<file path="config.mk">
export PLATFORM = sky130hd
export DESIGN_NAME = matmul_sequencer
export DESIGN_NICKNAME = d
export VERILOG_FILES = /design/src/rtl/matmul_sequencer.sv
export SDC_FILE = /design/constraint.sdc
export NUM_CORES = 1
export LEC_CHECK = 0
export CAP_MARGIN = 20
export CORE_MARGIN = 1.5
export CORE_UTILIZATION = 44
export CTS_CLUSTER_DIAMETER = 60
export DETAILED_ROUTE_END_ITERATION = 16
export PLACE_DENSITY_LB_ADDON = 0.12
export SYNTH_ARGS = -nofsm -noshare
export SYNTH_HDL_FRONTEND = slang
export SYNTH_SLANG_ARGS = --single-unit
</file>
<file path="constraint.sdc">
create_clock -name clk -period 2.2 [get_ports clk]
set_input_delay 0.55 -clock clk [delete_from_list [all_inputs] [get_ports clk]]
set_output_delay 0.55 -clock clk [all_outputs]
set_load 0.05 [all_outputs]
</file>
<file path="src/rtl/matmul_sequencer.sv">
// rtl/matmul_sequencer.sv - C = A x B control sequencer over one operand RAM and one dot-product unit (optional perf counters: MATMUL_SEQ_PERF_EN)
module matmul_sequencer #(
    parameter int AROW       = 2,
    parameter int ACOL       = 2,
    parameter int BCOL       = 2,
    parameter int ADDR_WIDTH = 16,
    parameter int IDX_WIDTH  = (ACOL > 1) ? $clog2(ACOL) : 1
) (
    input  logic                  clk,
    input  logic                  rst_n,
    input  logic                  start,
    input  logic [ADDR_WIDTH-1:0] a_base,
    input  logic [ADDR_WIDTH-1:0] b_base,
    input  logic [ADDR_WIDTH-1:0] c_base,
    output logic                  busy,
    output logic                  done,
    output logic                  rd_en,
    output logic [ADDR_WIDTH-1:0] rd_addr,
    output logic                  load_a,
    output logic                  load_b,
    output logic [IDX_WIDTH-1:0]  load_idx,
    output logic                  dp_start,
    input  logic                  dp_done,
    output logic                  wr_en,
    output logic [ADDR_WIDTH-1:0] wr_addr,
    input  logic                  wr_ready
`ifdef MATMUL_SEQ_PERF_EN
    ,
    output logic [31:0]           cycle_count,
    output logic [31:0]           stall_count
`endif
);

    localparam int I_WIDTH = (AROW > 1) ? $clog2(AROW) : 1;
    localparam int J_WIDTH = (BCOL > 1) ? $clog2(BCOL) : 1;

    localparam logic [ADDR_WIDTH-1:0] ACOL_A = ADDR_WIDTH'(ACOL);
    localparam logic [ADDR_WIDTH-1:0] BCOL_A = ADDR_WIDTH'(BCOL);
    localparam logic [IDX_WIDTH-1:0]  K_LAST = IDX_WIDTH'(ACOL - 1);
    localparam logic [I_WIDTH-1:0]    I_LAST = I_WIDTH'(AROW - 1);
    localparam logic [J_WIDTH-1:0]    J_LAST = J_WIDTH'(BCOL - 1);

    typedef enum logic [2:0] {
        S_IDLE,
        S_LOAD_A,
        S_LOAD_B,
        S_RD_WAIT,
        S_COMPUTE,
        S_WRITE,
        S_FINISH
    } state_t;

    state_t                  state;
    state_t                  next_state;

    logic [I_WIDTH-1:0]      i_q;
    logic [J_WIDTH-1:0]      j_q;
    logic [IDX_WIDTH-1:0]    k_q;
    logic [ADDR_WIDTH-1:0]   a_base_q;
    logic [ADDR_WIDTH-1:0]   b_base_q;
    logic [ADDR_WIDTH-1:0]   c_base_q;
    logic                    dp_first_q;
    logic                    load_a_q;
    logic                    load_b_q;
    logic [IDX_WIDTH-1:0]    load_idx_q;

    logic                    k_last;
    logic                    i_last;
    logic                    j_last;
    logic                    start_accept;
    logic                    wr_accept;
    logic [ADDR_WIDTH-1:0]   a_addr;
    logic [ADDR_WIDTH-1:0]   b_addr;
    logic [ADDR_WIDTH-1:0]   c_addr;

    assign k_last       = (k_q == K_LAST);
    assign i_last       = (i_q == I_LAST);
    assign j_last       = (j_q == J_LAST);
    assign start_accept = (state == S_IDLE) && start;
    assign wr_accept    = (state == S_WRITE) && wr_ready;

    // Address sums are truncated to ADDR_WIDTH, so they wrap naturally.
    assign a_addr = a_base_q + ADDR_WIDTH'(i_q) * ACOL_A + ADDR_WIDTH'(k_q);
    assign b_addr = b_base_q + ADDR_WIDTH'(j_q) * ACOL_A + ADDR_WIDTH'(k_q);
    assign c_addr = c_base_q + ADDR_WIDTH'(i_q) * BCOL_A + ADDR_WIDTH'(j_q);

    assign load_a   = load_a_q;
    assign load_b   = load_b_q;
    assign load_idx = load_idx_q;

    // State register.
    always_ff @(posedge clk or negedge rst_n) begin
        if (!rst_n) begin
            state <= S_IDLE;
        end else begin
            state <= next_state;
        end
    end

    // Next-state and output decode; every output is idle-low outside its own state.
    always_comb begin
        next_state = state;
        busy       = (state != S_IDLE);
        done       = 1'b0;
        rd_en      = 1'b0;
        rd_addr    = '0;
        dp_start   = 1'b0;
        wr_en      = 1'b0;
        wr_addr    = '0;
        case (state)
            S_IDLE: begin
                if (start) begin
                    next_state = S_LOAD_A;
                end
            end
            S_LOAD_A: begin
                rd_en   = 1'b1;
                rd_addr = a_addr;
                if (k_last) begin
                    next_state = S_LOAD_B;
                end
            end
            S_LOAD_B: begin
                rd_en   = 1'b1;
                rd_addr = b_addr;
                if (k_last) begin
                    next_state = S_RD_WAIT;
                end
            end
            S_RD_WAIT: begin
                next_state = S_COMPUTE;
            end
            S_COMPUTE: begin
                dp_start = dp_first_q;
                if (dp_done) begin
                    next_state = S_WRITE;
                end
            end
            S_WRITE: begin
                wr_en   = 1'b1;
                wr_addr = c_addr;
                if (wr_ready) begin
                    if (!j_last) begin
                        next_state = S_LOAD_B;
                    end else if (!i_last) begin
                        next_state = S_LOAD_A;
                    end else begin
                        next_state = S_FINISH;
                    end
                end
            end
            S_FINISH: begin
                done       = 1'b1;
                next_state = S_IDLE;
            end
            default: begin
                next_state = S_IDLE;
            end
        endcase
    end

    // Base latching and the i/j/k loop counters; the A row is kept while j advances.
    always_ff @(posedge clk or negedge rst_n) begin
        if (!rst_n) begin
            i_q      <= '0;
            j_q      <= '0;
            k_q      <= '0;
            a_base_q <= '0;
            b_base_q <= '0;
            c_base_q <= '0;
        end else if (start_accept) begin
            i_q      <= '0;
            j_q      <= '0;
            k_q      <= '0;
            a_base_q <= a_base;
            b_base_q <= b_base;
            c_base_q <= c_base;
        end else if ((state == S_LOAD_A) || (state == S_LOAD_B)) begin
            k_q <= k_last ? '0 : k_q + IDX_WIDTH'(1);
        end else if (wr_accept) begin
            if (!j_last) begin
                j_q <= j_q + J_WIDTH'(1);
            end else if (!i_last) begin
                j_q <= '0;
                i_q <= i_q + I_WIDTH'(1);
            end
        end
    end

    // Load strobes trail the read by one cycle to line up with the RAM's returned data.
    always_ff @(posedge clk or negedge rst_n) begin
        if (!rst_n) begin
            load_a_q   <= 1'b0;
            load_b_q   <= 1'b0;
            load_idx_q <= '0;
        end else begin
            load_a_q   <= (state == S_LOAD_A);
            load_b_q   <= (state == S_LOAD_B);
            load_idx_q <= k_q;
        end
    end

    // RD_WAIT is always exactly one cycle, so this marks the first COMPUTE cycle.
    always_ff @(posedge clk or negedge rst_n) begin
        if (!rst_n) begin
            dp_first_q <= 1'b0;
        end else begin
            dp_first_q <= (state == S_RD_WAIT);
        end
    end

`ifdef MATMUL_SEQ_PERF_EN
    // Busy-cycle and stall-cycle counters, cleared when a new multiply is accepted.
    always_ff @(posedge clk or negedge rst_n) begin
        if (!rst_n) begin
            cycle_count <= '0;
            stall_count <= '0;
        end else if (start_accept) begin
            cycle_count <= '0;
            stall_count <= '0;
        end else begin
            if (state != S_IDLE) begin
                cycle_count <= cycle_count + 32'd1;
            end
            if (((state == S_COMPUTE) && !dp_done) || ((state == S_WRITE) && !wr_ready)) begin
                stall_count <= stall_count + 32'd1;
            end
        end
    end
`endif

endmodule

</file>
# After elaboration in Yosys (flattened, before gate mapping)
# Cells that the tools add are included.
[op_classes]
add_sub_neg = 9
eq_ne = 12
muxes = 27
n_reduce_logical = 12
[ops]
columns = ["operator", "count"]
rows = [
  ["adder 16 x 1 -> 16 bit", 3],
  ["adder 16 x 2 -> 16 bit", 3],
  ["case mux 16 bit (2 select lines)", 1],
  ["two-way mux 3 bit", 7],
  ["case mux 3 bit (6 select lines)", 1],
  ["two-way mux 1 bit", 17],
  ["two-way mux 16 bit", 1],
  ["!= test 2 bit, second input constant", 6],
  ["== test 3 bit, second input constant", 3],
  ["== test 3 x 2 -> 1 bit, second input constant", 2],
  ["nonzero test 2 bit", 3],
  ["AND reduction 5 bit", 1],
  ["adder 1 bit, second input constant", 3],
  ["== test 3 x 1 -> 1 bit, second input constant", 1],
  ["logical NOT 3 bit", 1],
  ["AND reduction 3 bit", 1],
  ["nonzero test 3 bit", 1],
  ["logical AND 1 bit", 2],
  ["AND reduction 2 bit", 1],
  ["OR reduction 2 bit", 1],
  ["logical OR 1 bit", 1],
]
[totals]
reg_bits = 58
input_bits = 53
output_inout_bits = 40
elab_cells = 71

# Depth between registers and ports, before layout
# Gate-level depths: netlist of the first run.
[depth]
depth_word = 6
ltp_mapped = 7

# Least setup slack after synthesis of the first run
# Ideal clock, no wire load.
[synth_timing]
kind = "reg-to-output"
from = "register i_q, in the netlist i_last"
to = "output port rd_addr[15]"
arrival_ns = 2.344
slack_ns = -0.694
stages_incl_launch_ff = 7
path_buffers = 0
path_cell_list = "dfrtp_1 -> ha_1 -> a21o_1 -> nor3b_1 -> nand4_1 -> xor2_1 -> o22ai_1"
[synth_between]
elab_chain_len = 3
[synth_lines]
columns = ["element", "line", "rtl"]
rows = [
  ["from (decl)", "56", "logic [I_WIDTH-1:0] i_q;"],
  ["from (signal assigned)", "185", "i_q <= i_q + I_WIDTH'(1);"],
  ["adder 16 x 2 -> 16 bit", "83", "assign a_addr = a_base_q + ADDR_WIDTH'(i_q) * ACOL_A + ADDR_WIDTH'(k_q);"],
  ["adder 16 x 1 -> 16 bit", "83", ""],
  ["case mux 16 bit (2 select lines)", "110", "case (state)"],
  ["to (decl)", "18", "output logic [ADDR_WIDTH-1:0] rd_addr,"],
]
# Every way passes these cells.

# Worst setup path in the final report of the first run
[layout_timing]
from = "register i_q, in the netlist i_last"
to = "output port rd_addr[7]"
# The elaborated chain is that of the path after synthesis.

==> out/qor.csv, run 1 <==
metric,value,unit
hold_violations,0,
initial_core_util,45.7,%
via_count,2886,
maxCapViolCount,0,
powerDensity,1540,mW/mm^2
failed_checks,setup timing,
setup_viol,30,
min_path_type,in -> async,
synthArstFlopShare,100,%
switchingPower,4.15,mW
place_congestion,0.819,
core_area,0.00725,sq mm
p_leak,2.33,nW
die-area,0.00806,sq mm
synth_top_cell_by_area,dfrtp_1,
io_pins,93,
cts_tree,yes,
placed_area,0.00527,sq mm
path_cells,ha_4 > a21o_1 > nor3b_4 > buf_6 > nand2_1 > xor2_2 > o22ai_4 > buf_12,
maxSlewViolCount,0,
routed_wl,9440,um
status,"complete, but fails checks",
peakVddDrop,1170,uV
synth_enable_flop_cells,0,
fin_nets,503,
die_y,89.8,um
critPathArrivalTime,2.25,ns
post-route-period-util,127,%
cts_max_path_buffers,2,
cp.required,1.65,ns
ys_types,37,
p_int,5.08,mW
clk_pin_slew,0.07,ns
drc,0,
antenna_found_initial,0,
diodes,0,
fin_tns_setup,-12.91,ns
max_stage_delay,0.46,ns
ys_seq_elements,58,
synth_warnings,0,
synth_area,0.00331,sq mm
synthCells,303,
cp_slowest_cell,dfrtp_2,
seq_area,0.00145,sq mm
final_area,0.00601,sq mm
end_kind,output port,
synth_area_leaders,"dfrtp_1 44%, mux2_2 16%, xor2_1 6.9%",
fillCellCount,401,
grt_use_total,22.6,%
reg2regPathDepth,5,
cts_inserted_buffers,9,
relSlewSlack,67.0,%
port_buffers,92,
ys_seq_area_share,43.8,%
clock-sinks,58,
setup_ws,-0.597,ns
combinationalPowerShare,66.2,%
fmax,358,MHz
drive_above_1_share,55.1,%
grt_remaining_overflow,0,
switching_share,45.0,%
drt-pass1-iter-count,4,
multiInputGateArea,0.00254,sq mm
start_kind,flip-flop,
clkPwrFrac,9.6,%
syn-mean-instance-area,10.9,sq um
seq_power_share,24.1,%
insertion_delay,0.34,ns
crit_type,reg -> out,
area_growth,81.5,%
grt_max_degree,59,
hpwl,6230,um
grt_pass1_vias,2936,
skew,0.00734,ns
die-width,89.8,um
row_count,31,
vias_per_cell,5.31,
wire_per_inst,17.3,um
cts-root-buf,clkbuf_8,
grt_pass1_wl,14300,um
tightestPinTransition,0.494,ns
h-tree-depth,3,
synth_top_area_share,43.8,%
rsz0062_at_grt,true,
ant_nets,0,
cp_max_fo,5,
first_iter_violations,121,
min_period,2.80,ns
fin_util,82.9,%
syn_nets,365,
yosys_most_used_dff,dfrtp_1,
[cell usage after synthesis, types with 2 or more instances]
cell type	number
dfrtp_1	58
mux2_2	47
xor2_1	26
nor2_1	25
nand2_1	20
xnor2_1	16
nand3_1	14
o22ai_1	14
nand4_1	10
and3_1	7
inv_1	7
ha_1	6
a21oi_1	5
buf_6	5
clkbuf_1	4
and2_1	3
and4_1	3
buf_2	3
fa_1	3
nor2b_1	3
nor3_1	3
o21ai_0	3
a21o_1	2
a22o_1	2
or3_1	2
[cell families (layout without fill, tap and decap cells)]
group | after synthesis | count (layout) | synth area share, %
xor gates and xnor gates | 42 | 42 | 11.1
muxes | 48 | 48 | 16.3
buffers and inverters | 19 | 161 | 3.40
AOI/OAI and AO/OA | 30 | 30 | 5.82
and+or+nand+nor | 97 | 97 | 15.5
adders and majority gates | 9 | 9 | 4.08
DFF | 58 | 58 | 43.8
[flip-flops by register name, summed over array words and instances, names as in the netlist]
register / cells
a_base_q: 16
b_base_q: 16
c_base_q: 16
dp_first_q: 1
i_last: 1
j_last: 1
k_last: 1
load_a: 1
load_b: 1
load_idx: 1
state: 3
[worst max-delay path, delay by kind of cell, from the launching register on]
family / cells / cell delay [ns]
AOI/OAI and AO/OA: 2 / 0.35
DFF: 1 / 0.46
xor gates and xnor gates: 1 / 0.18
and+or+nand+nor: 2 / 0.31
adders and majority gates: 1 / 0.28
buffers and inverters: 2 / 0.32
[power groups by stage]
| stage | sequential, mW | clock [mW] | combinational, mW |
|---|---|---|---|
| 6_report | 2.23 | 0.887 | 6.12 |
| 2_1_floorplan | 2.12 | 0 | 3.39 |
| 4_1_cts | 2.15 | 0.888 | 5.90 |
| 3_3_place_gp | 2.05 | 0 | 5.41 |
| 3_5_place_dp | 2.09 | 0 | 5.51 |
| 5_1_grt | 2.30 | 0.947 | 6.40 |
[placed cells by master (no fill, tap or decap), types with 5 or more instances in the layout]
cell type / synthesis / final
and3_1: 7 / 5
buf_12: 0 / 38
buf_4: 0 / 34
buf_6: 5 / 12
clkbuf_8: 0 / 11
clkdlybuf4s50_1: 0 / 54
dfrtp_1: 58 / 56
inv_1: 7 / 6
mux2_2: 47 / 47
nand2_1: 20 / 17
nand3_1: 14 / 8
nand4_1: 10 / 10
nor2_1: 25 / 8
nor2_4: 0 / 14
o22ai_4: 0 / 14
xnor2_1: 16 / 5
xnor2_2: 0 / 6
xnor2_4: 0 / 5
xor2_1: 26 / 6
xor2_2: 0 / 20
[repair_timing]
item                                    in CTS  in global routing
endpoints found under the setup margin      31                 31
gates resized for setup                     55                 30
pin swaps                                   31                 20
hold buffers                                 0                  0
setup buffers                                6                  5
[area by class of cell]
type / count / share of cell area (%)
clock buffers: 12 / 2.58
clock inverters: 3 / 0.250
inverters: 7 / 0.437
multi-input cells: 226 / 42.2
flip-flops and latches: 58 / 24.2
well taps: 99 / 2.06
repair buffers: 139 / 28.2
[metal layers]
layer	part of all wire (%)	routed length (um)	global-route usage [%]	vias to the layer above
met5	0	0	0	-
met4	3.3	315	10.7	0
met3	4.1	390	4.74	26
met2	53	4990	38.6	93
met1	40	3740	27.1	1431
li1	-	-	-	1336
[path summary, 6_finish.rpt]
check / start / endpoint / slack [ns]
hold / removal: rst_n / c_base_q[11] / 0.21
min in group clk: c_base_q[15] / c_base_q[15] / 0.54
max in group asynchronous: rst_n / j_last / 1.73
hold reg to reg: c_base_q[15] / c_base_q[15] / 0.54
setup / recovery: i_last / rd_addr[7] / -0.60
setup reg to reg: state[2] / c_base_q[4] / 0.32
[stage by stage]
stage	power, mW	std cells	setup slack [ns]	hold slack (ns)
2_1_floorplan	5.51	303	-0.171	0.254
3_3_place_gp	7.46	521	-0.221	0.496
3_5_place_dp	7.60	521	-0.270	0.515
4_1_cts	8.94	540	-0.538	0.221
5_1_grt	9.65	544	-0.673	0.241
6_report	9.23	544	-0.597	0.207
No activity file was read; power rests on OpenSTA's default activity.
==> inputs of run 2 (changes only) <==
--- a/config.mk
+++ b/config.mk
@@ -11,6 +11,7 @@
 export CTS_CLUSTER_DIAMETER = 60
 export DETAILED_ROUTE_END_ITERATION = 16
 export PLACE_DENSITY_LB_ADDON = 0.12
+export SLEW_MARGIN = 20
 export SYNTH_ARGS = -nofsm -noshare
 export SYNTH_HDL_FRONTEND = slang
 export SYNTH_SLANG_ARGS = --single-unit
==> results of run 2 <==
Final layout, timing and power as in run 1 (identical DEF).
